[config.mk]
export PLATFORM = sky130hd
export DESIGN_NAME = alu_md_seq
export DESIGN_NICKNAME = d
export VERILOG_FILES = /design/src/rtl/alu_pkg.sv /design/src/rtl/alu_md_ctr.sv /design/src/rtl/alu_md_seq.sv
export SDC_FILE = /design/constraint.sdc
export NUM_CORES = 1
export LEC_CHECK = 0
export BUFFER_PORTS_ARGS = -buffer_cell sky130_fd_sc_hd__clkbuf_2
export CORE_ASPECT_RATIO = 0.8
export CORE_MARGIN = 2
export CORE_UTILIZATION = 30
export CTS_BUF_LIST = sky130_fd_sc_hd__clkbuf_8
export DETAILED_ROUTE_END_ITERATION = 7
export GPL_TIMING_DRIVEN = 1
export HOLD_SLACK_MARGIN = 0.06
export SYNTH_ARGS = -nofsm -noshare
export SYNTH_HDL_FRONTEND = slang
export SYNTH_HIERARCHICAL = 1
export SYNTH_SLANG_ARGS = --single-unit
[constraint.sdc]
create_clock -name clk -period 2.27 [get_ports clk]
set_input_delay 0.5675 -clock clk [delete_from_list [all_inputs] [get_ports clk]]
set_output_delay 0.5675 -clock clk [all_outputs]
set_load 0.02 [all_outputs]
[src/rtl/alu_pkg.sv]
//------------------------------------------------------------------------------
// Module   : alu_pkg
// Purpose  : Shared definitions for the EX-stage ALU and the multiply/divide
//            sequencer: ALU control codes, the md op encoding and the
//            sequencer FSM state type.
// Revision : 1.0 - initial release
//------------------------------------------------------------------------------
`default_nettype none

package alu_pkg;

  // ALU control codes understood by the shared EX-stage ALU
  localparam logic [3:0] C_ALU_AND = 4'b0000;
  localparam logic [3:0] C_ALU_OR  = 4'b0001;
  localparam logic [3:0] C_ALU_ADD = 4'b0010;
  localparam logic [3:0] C_ALU_SUB = 4'b0110;
  localparam logic [3:0] C_ALU_SLT = 4'b0111;
  localparam logic [3:0] C_ALU_XOR = 4'b1100;

  // op[1] selects divide, op[0] selects signed
  typedef enum logic [1:0] {
    OP_MULTU = 2'b00,
    OP_MULT  = 2'b01,
    OP_DIVU  = 2'b10,
    OP_DIV   = 2'b11
  } md_op_t;

  typedef enum logic [2:0] {
    S_IDLE   = 3'd0,
    S_NEG_A  = 3'd1,
    S_NEG_B  = 3'd2,
    S_ITER   = 3'd3,
    S_FIX_LO = 3'd4,
    S_FIX_HI = 3'd5,
    S_DONE   = 3'd6
  } md_state_t;

endpackage

`default_nettype wire

[src/rtl/alu_md_ctr.sv]
//------------------------------------------------------------------------------
// Module   : alu_md_ctr
// Purpose  : 5-bit iteration counter for the md sequencer. Counts while
//            i_en is high, sits at zero otherwise; o_last flags count 31.
// Ports    : clk, rst_n (async active-low), i_en (count enable),
//            o_last (terminal count while enabled)
// Revision : 1.0 - initial release
//------------------------------------------------------------------------------
`default_nettype none

module alu_md_ctr (
  input  logic clk,
  input  logic rst_n,
  input  logic i_en,
  output logic o_last
);

  logic [4:0] r_cnt;

  always_ff @(posedge clk or negedge rst_n) begin
    if (!rst_n) begin
      r_cnt <= 5'd0;
    end else if (!i_en) begin
      r_cnt <= 5'd0;
    end else begin
      r_cnt <= r_cnt + 5'd1;
    end
  end

  assign o_last = i_en && (r_cnt == 5'd31);

endmodule

`default_nettype wire

[src/rtl/alu_md_seq.sv]
//------------------------------------------------------------------------------
// Module   : alu_md_seq
// Purpose  : Multi-cycle MULT/MULTU/DIV/DIVU sequencer that borrows the shared
//            32-bit EX-stage ALU (ADD/SUB only) and builds 64-bit HI/LO.
//            Fixed 36-cycle latency from the start edge to done.
// Ports    : clk, rst_n (async active-low); start/op/rs_val/rt_val request;
//            flush abort; alu_req/alu_a/alu_b/alu_ctl drive the ALU and
//            alu_y/alu_cout return its result; busy/stall/done/illegal
//            status; hi/lo results.
// Config   : ALU_MD_DIV_EN - when defined, DIV/DIVU are built; otherwise a
//            divide request pulses illegal and is dropped.
// Revision : 1.0 - initial release
//------------------------------------------------------------------------------
`default_nettype none

module alu_md_seq
  import alu_pkg::*;
(
  input  logic        clk,
  input  logic        rst_n,
  input  logic        start,
  input  logic [1:0]  op,
  input  logic [31:0] rs_val,
  input  logic [31:0] rt_val,
  input  logic        flush,
  output logic        alu_req,
  output logic [31:0] alu_a,
  output logic [31:0] alu_b,
  output logic [3:0]  alu_ctl,
  input  logic [31:0] alu_y,
  input  logic        alu_cout,
  output logic        busy,
  output logic        stall,
  output logic        done,
  output logic [31:0] hi,
  output logic [31:0] lo,
  output logic        illegal
);

  md_state_t   r_state;
  logic [31:0] r_a;          // rs, then |rs| (multiplicand / dividend)
  logic [31:0] r_b;          // rt, then |rt| (multiplier / divisor)
  logic [31:0] r_hi;
  logic [31:0] r_lo;
  logic        r_sa;         // signed op with negative rs
  logic        r_sb;         // signed op with negative rt
  logic        r_lo_zero;    // lo was zero before its fix-up (borrow into hi)
  logic        r_busy;
  logic        r_done;
  logic        r_illegal;
  logic        r_alu_req;

  logic        w_last;
  logic        w_fix_lo;
  logic        w_fix_hi_mul;
  logic [31:0] w_alu_a;
  logic [31:0] w_alu_b;
  logic [3:0]  w_alu_ctl;

`ifdef ALU_MD_DIV_EN
  logic        r_div;
  logic [31:0] w_hi_sh;
  logic        w_qbit;
  logic        w_fix_hi_div;

  // {hi,lo} << 1; r_hi[31] is the shifted-out bit that forces a subtract
  assign w_hi_sh      = {r_hi[30:0], r_lo[31]};
  assign w_qbit       = r_hi[31] | alu_cout;
  assign w_fix_hi_div = r_div & r_sa;
  assign w_fix_hi_mul = ~r_div & (r_sa ^ r_sb);
`else
  assign w_fix_hi_mul = r_sa ^ r_sb;
`endif

  // Quotient and product both flip sign when operand signs differ
  assign w_fix_lo = r_sa ^ r_sb;

  alu_md_ctr u_ctr (
    .clk    (clk),
    .rst_n  (rst_n),
    .i_en   (r_state == S_ITER),
    .o_last (w_last)
  );

  // ALU operand/control decode; depends only on registered state
  always_comb begin
    w_alu_a   = 32'd0;
    w_alu_b   = 32'd0;
    w_alu_ctl = C_ALU_ADD;
    case (r_state)
      S_NEG_A: begin
        if (r_sa) begin
          w_alu_b   = r_a;
          w_alu_ctl = C_ALU_SUB;
        end else begin
          w_alu_a = r_a;
        end
      end
      S_NEG_B: begin
        if (r_sb) begin
          w_alu_b   = r_b;
          w_alu_ctl = C_ALU_SUB;
        end else begin
          w_alu_a = r_b;
        end
      end
      S_ITER: begin
`ifdef ALU_MD_DIV_EN
        if (r_div) begin
          w_alu_a   = w_hi_sh;
          w_alu_b   = r_b;
          w_alu_ctl = C_ALU_SUB;
        end else
`endif
        begin
          w_alu_a = r_hi;
          w_alu_b = r_lo[0] ? r_a : 32'd0;
        end
      end
      S_FIX_LO: begin
        if (w_fix_lo) begin
          w_alu_b   = r_lo;
          w_alu_ctl = C_ALU_SUB;
        end else begin
          w_alu_a = r_lo;
        end
      end
      S_FIX_HI: begin
        if (w_fix_hi_mul) begin
          // two's-complement negate of the 64-bit product, upper half
          w_alu_a = ~r_hi;
          w_alu_b = {31'd0, r_lo_zero};
`ifdef ALU_MD_DIV_EN
        end else if (w_fix_hi_div) begin
          w_alu_b   = r_hi;
          w_alu_ctl = C_ALU_SUB;
`endif
        end else begin
          w_alu_a = r_hi;
        end
      end
      default: ;
    endcase
  end

  always_ff @(posedge clk or negedge rst_n) begin
    if (!rst_n) begin
      r_state   <= S_IDLE;
      r_a       <= 32'd0;
      r_b       <= 32'd0;
      r_hi      <= 32'd0;
      r_lo      <= 32'd0;
      r_sa      <= 1'b0;
      r_sb      <= 1'b0;
      r_lo_zero <= 1'b0;
      r_busy    <= 1'b0;
      r_done    <= 1'b0;
      r_illegal <= 1'b0;
      r_alu_req <= 1'b0;
`ifdef ALU_MD_DIV_EN
      r_div     <= 1'b0;
`endif
    end else begin
      r_done    <= 1'b0;
      r_illegal <= 1'b0;
      if (flush && (r_state != S_IDLE)) begin
        r_state   <= S_IDLE;
        r_busy    <= 1'b0;
        r_alu_req <= 1'b0;
      end else begin
        case (r_state)
          S_IDLE: begin
            if (start && !flush) begin
`ifndef ALU_MD_DIV_EN
              if (op[1]) begin
                r_illegal <= 1'b1;
              end else
`endif
              begin
                r_state   <= S_NEG_A;
                r_busy    <= 1'b1;
                r_alu_req <= 1'b1;
                r_a       <= rs_val;
                r_b       <= rt_val;
                r_sa      <= op[0] & rs_val[31];
                r_sb      <= op[0] & rt_val[31];
`ifdef ALU_MD_DIV_EN
                r_div     <= op[1];
`endif
              end
            end
          end
          S_NEG_A: begin
            r_a     <= alu_y;
            r_state <= S_NEG_B;
          end
          S_NEG_B: begin
            // multiply: lo holds the multiplier; divide: lo holds the dividend
            r_b  <= alu_y;
            r_hi <= 32'd0;
`ifdef ALU_MD_DIV_EN
            r_lo <= r_div ? r_a : alu_y;
`else
            r_lo <= alu_y;
`endif
            r_state <= S_ITER;
          end
          S_ITER: begin
`ifdef ALU_MD_DIV_EN
            if (r_div) begin
              r_hi <= w_qbit ? alu_y : w_hi_sh;
              r_lo <= {r_lo[30:0], w_qbit};
            end else
`endif
            begin
              r_hi <= {alu_cout, alu_y[31:1]};
              r_lo <= {alu_y[0], r_lo[31:1]};
            end
            if (w_last) begin
              r_state <= S_FIX_LO;
            end
          end
          S_FIX_LO: begin
            r_lo_zero <= (r_lo == 32'd0);
            r_lo      <= alu_y;
            r_state   <= S_FIX_HI;
          end
          S_FIX_HI: begin
            r_hi      <= alu_y;
            r_done    <= 1'b1;
            r_alu_req <= 1'b0;
            r_state   <= S_DONE;
          end
          S_DONE: begin
            r_busy  <= 1'b0;
            r_state <= S_IDLE;
          end
          default: begin
            r_busy    <= 1'b0;
            r_alu_req <= 1'b0;
            r_state   <= S_IDLE;
          end
        endcase
      end
    end
  end

  assign alu_req = r_alu_req;
  assign alu_a   = w_alu_a;
  assign alu_b   = w_alu_b;
  assign alu_ctl = w_alu_ctl;
  assign busy    = r_busy;
  assign stall   = r_busy;
  assign done    = r_done;
  assign illegal = r_illegal;
  assign hi      = r_hi;
  assign lo      = r_lo;

endmodule

`default_nettype wire

# After elaboration in Yosys (flattened, before gate mapping)
# Cells that the tools add are included.
# Widths: inputs -> output; s select.
dict set report classes {
  addsub 1
  eq_ne 14
  mux 41
  bitwise_logic 6
  reduce_logical 23
}
# operator n
set op_table {}
lappend op_table {{$mux 32} 12}
lappend op_table {{$pmux 32 s5} 2}
lappend op_table {{$pmux 32 s2} 3}
lappend op_table {{$pmux 32 s3} 1}
lappend op_table {{$logic_not 32->1} 1}
lappend op_table {{$not 32->32} 1}
lappend op_table {{$mux 3} 7}
lappend op_table {{$pmux 3 s6} 1}
lappend op_table {{$reduce_and 4->1} 3}
lappend op_table {{$mux 1} 11}
lappend op_table {{$reduce_or 5->1} 2}
lappend op_table {{$eq 3x3->1 const B} 3}
lappend op_table {{$ne 3x3->1 const B} 3}
lappend op_table {{$pmux 3 s3} 1}
lappend op_table {{$reduce_and 3->1} 3}
lappend op_table {{$eq 3x2->1 const B} 2}
lappend op_table {{$reduce_and 2->1} 3}
lappend op_table {{$reduce_bool 2->1} 3}
lappend op_table {{$reduce_bool 3->1} 2}
lappend op_table {{$add 5x1->5 const B} 1}
lappend op_table {{$eq 5x5->1 const B} 1}
lappend op_table {{$mux 5} 1}
lappend op_table {{$ne 2x1->1 const B} 2}
lappend op_table {{$ne 2x2->1 const B} 2}
lappend op_table {{9 further kinds} 14}
dict set report word_totals {
  reg_bits 143
  in_bits 103
}

# Logic depth before layout (Yosys ltp)
dict set report depth {
  word_depth 5
  ltp_mapped 9
  depth_no_buf 7
}

# Cells and area by module
# The synthesis kept the hierarchy.
# mod n_inst cells_each area_per_inst_um2
set modules_own_cells {}
lappend modules_own_cells {alu_md_seq 1 913 8408.1}
lappend modules_own_cells {alu_md_ctr 1 18 222.7}

# Least setup slack after synthesis
# OpenSTA, ideal clock, no wires.
dict set report synth_path {
  kind {reg2out}
  startpoint {reg r_state[2]}
  endpoint {out alu_a[0]}
  arrival_ns 1.835
  required_ns 1.702
  path_slack_ns -0.132
  path_stages_with_launch 7
  path_buffers 2
  cell_sequence {dfrtp_1 -> nand2b_1 -> buf_2 -> nor3_1 -> clkbuf_1 -> a22oi_1 -> a31oi_1}
}
dict set report synth_between {
  elab_chain_cells 2
}
# element line_no
set synth_lines {}
lappend synth_lines {{from (decl)} alu_md_seq.sv:40} ;# md_state_t r_state;
lappend synth_lines {{from (signal assigned)} alu_md_seq.sv:148} ;# r_state <= S_IDLE;
lappend synth_lines {{from (signal assigned)} alu_md_seq.sv:167} ;# r_state <= S_IDLE;
lappend synth_lines {{from (signal assigned)} alu_md_seq.sv:180} ;# r_state <= S_NEG_A;
lappend synth_lines {{$eq 3x3->1, or another cell as far along} alu_md_seq.sv:90} ;# case (r_state)
lappend synth_lines {{$pmux 32 s5 (*)} alu_md_seq.sv:90}
lappend synth_lines {{to (decl)} alu_md_seq.sv:27} ;# output logic [31:0] alu_a,
# Mark *: on every way between the ends. The rest lies on a longest branch, timed or not.

# Worst setup path in the final report
dict set report layout_path {
  startpoint {reg r_state[1]}
  endpoint {out alu_b[25]}
}
dict set report layout_between {
  elab_chain_cells 2
}
# element line_no
set layout_lines {}
lappend layout_lines {{$eq 3x3->1, or another cell as far along} alu_md_seq.sv:90}
lappend layout_lines {{$pmux 32 s5 (*)} alu_md_seq.sv:90}
lappend layout_lines {{to (decl)} alu_md_seq.sv:28} ;# output logic [31:0] alu_b,
# Marked as above.

==> reports/qor.csv <==
metric,value,unit
outcome,"complete, but fails checks",
failing checks,setup timing,
io pins,240,
clk_lat worst skew,0.47,ns
final worst slack,-0.561,ns
vias per inst,5.53,
LEAKAGE,0.00492,µW
CP arrival,2.26,ns
DR vias,8632,
Nets,1289,
Routed Antenna Nets,0,
HPWL Detailed,22600,µm
Fin Clk Skew,0.0143,ns
Worst Reg2Reg Path Length in Cells,7,
initial antenna violation count,0,
# fillers,2689,
gpl congestion,0.832,
Mapped Cells,931,
final core area utilization,43.7,%
worst setup path startpoint,r_state[1],
pwr dens,939,nW/µm²
critical path class,reg -> out,
drt initial violations,807,
Worst Setup End Kind,output port,
CP Launch Type,register,
setup total negative slack,-30.95,ns
Antenna diodes,0,
Synth Flop Type,dfrtp_1,
Synth Warn #,6,
post-synthesis average cell area,9.27,µm²
share of synthesized registers carrying an async set or reset,100,%
Vert. Die Dim,156,µm
flop and latch count out of synthesis,143,
row cnt,55,
clk buf depth,2,
Layout area overhead,43.3,%
placed inst area,10900,µm²
drt pass-1 iters,6,
Total GRT Usage,22.6,%
Final Cell Area,12400,µm²
final setup vio count,65,
Synth top area share,41.5,%
Max IR drop VDD,0.000525,V
post-synthesis cell type count,42,
ranking of synthesized cells by area,"dfrtp_1 (41%), mux2i_1 (11%), a22oi_1 (8.4%)",
Hold Path Sink,done,
total routed wirelength,35000,µm
worst-path fanout max,6,
vias in the first global route,8470,
Die Area,30200,µm²
worst r2r src,r_state[2],
Rel. slew slack,46.5,%
Post-synth EDFFs,0,
Final Power,11600,µW
Synth area leader,dfrtp_1,
global-route wire length before repair,52000,µm
max-slew violations,0,
Num CTS Buffers,17,
htree depth,4,
CTS tree,built,
Reg-to-Reg End,r_state[2],
HP Class,in -> reg,
I/O Buffers,236,
unrepaired setup endpoints after global routing,yes,
share of cells above drive strength 1,41.2,%
Worst Tran Pin Value,0.803,ns
Max Clk Rate,0.353,GHz
mapped cell area,8630,µm²
cell count of the worst hold path,2,
Sink Count,143,
initial core utilization,30.5,%
HP Start,flush,
GRT Residual Overflow,0,
CP required,1.70,ns
Avg WL per Cell,22.4,µm
Hold Fails Final Rpt,0,
Worst-path clk slew,0.08,ns
max_cap viols,0,
Die X-Extent,194,µm
minimum clock period,2.83,ns
register area share after synthesis,41.5,%
Tcrit/Tclk final,125,%
Placement Setup Slack,-0.108,ns
"setup slack, reg-to-reg",0.05,ns
core footprint,28300,µm²
# DRC,0,
root buffer cell,clkbuf_8,
largest net degree at the start of global routing,65,
## synthesized netlist by cell type, types with 2 or more instances
master and count:
and3_1 3, nor4_1 9, a22oi_1 97, nand2_1 73, nand2b_1 5, conb_1 2, nor3_1 3, nand4_1 2
buf_4 14, buf_2 36, inv_1 6, xor2_1 33, and2_1 6, nor2_1 131, clkbuf_1 30, nor3b_1 2
dfrtp_1 143, nor2b_1 3, a21oi_2 30, buf_6 9, a222oi_1 32, ha_1 5, nor2_2 2, o21ai_0 38
a21oi_1 70, o22ai_1 2, mux2i_1 99, a31oi_1 32
## layout by cell type, fill, tap and decap left out, types with 3 or more instances in the layout
master and instances:
a21oi_2 28, a22oi_1 69, xor2_1 32, buf_16 5, nand2_1 72, a31oi_2 32
nor4_1 9, ha_1 4, nor2_2 29, conb_1 3, buf_4 45, clkbuf_4 9
mux2i_1 99, dfrtp_1 139, clkbuf_2 171, a222oi_1 32, nor2_4 3, a22oi_2 28
o21ai_0 38, dfrtp_2 4, buf_8 4, buf_12 26, a21oi_4 3, bufinv_16 3
nor2_1 101, nand2b_1 5, inv_1 8, a21oi_1 70, buf_6 12, and2_1 5
clkbuf_8 62
## worst max path at each step
stage | to | slack (ns) | cells after the start
6_report | alu_b[25] | -0.56 | 7
5_1_grt | alu_b[29] | -0.62 | 7
2_1_floorplan | alu_a[0] | -0.02 | 8
4_1_cts | alu_b[28] | -0.58 | 7
3_5_place_dp | alu_b[25] | -0.11 | 6
3_3_place_gp | alu_b[1] | -0.08 | 6
## layout make-up
cell class / count / area (µm²) / area share [%]
Multi-Input combinational cell: 693 / 5080 / 41.1
Clock inverter: 10 / 123 / 0.991
Tap cell: 370 / 463 / 3.74
Inverter: 6 / 22.5 / 0.182
Sequential cell: 143 / 3580 / 29.0
Timing Repair Buffer: 320 / 2820 / 22.8
Clock buffer: 20 / 275 / 2.23
## worst max-delay path, cell delays in order (launching register included)
cell and delay, ns:
dfrtp_2 0.45, or3b_4 0.43, nor2b_4 0.21, buf_4 0.16
buf_8 0.12, a222oi_1 0.12, nor2_2 0.15, clkbuf_8 0.15
## report_power, final
part           total (µW)  internal [µW]  switching, µW
sequential           4860           3470           1390
clock                2180           1140           1040
combinational        4570           1840           2730
## state kept, by name (all words and copies together), names as in the netlist, 3 cells and up
name,cells
lo,32
r_b,32
r_a,32
r_state,3
u_ctr/r_cnt,5
hi,32
## metal layers
metal | share of wire, % | wire length [µm] | GRT usage, %
met1 | 47 | 16600 | 33.4
met2 | 43 | 15100 | 33.4
met3 | 7.8 | 2740 | 4.43
met4 | 1.7 | 594 | 6.58
met5 | 0 | 0 | 0
## timing repair
item,4_1_cts,5_1_grt
gates resized for setup,128,59
endpoints found under the hold margin,36,0
setup endpoints to repair,66,66
pin swaps,3,5
setup buffers,11,4
cloned,7,3
hold buffers,1,0
## metrics by stage
| stage | cells | hold WS [ns] |
|---|---|---|
| global route | 1562 | 0.340 |
| finish | 1562 | 0.339 |
| floorplan | 932 | 0.272 |
| detailed placement | 1506 | 0.454 |
| CTS | 1555 | 0.304 |
| global placement | 1506 | 0.452 |
## cells by family after synthesis
| logic type | after synthesis | synth area share (%) |
|---|---|---|
| AO/OA/AOI/OAI | 307 | 24.6 |
| AND/OR/NAND/NOR | 244 | 11.8 |
| flip-flops | 143 | 41.5 |
| multiplexers | 100 | 11.6 |
| buffers and inverters | 96 | 6.13 |
| XOR/XNOR | 34 | 3.54 |
| adder cells (fa/ha/maj) | 5 | 0.725 |
| other | 2 | 0.0870 |
No activity file was read; power rests on OpenSTA's default activity.
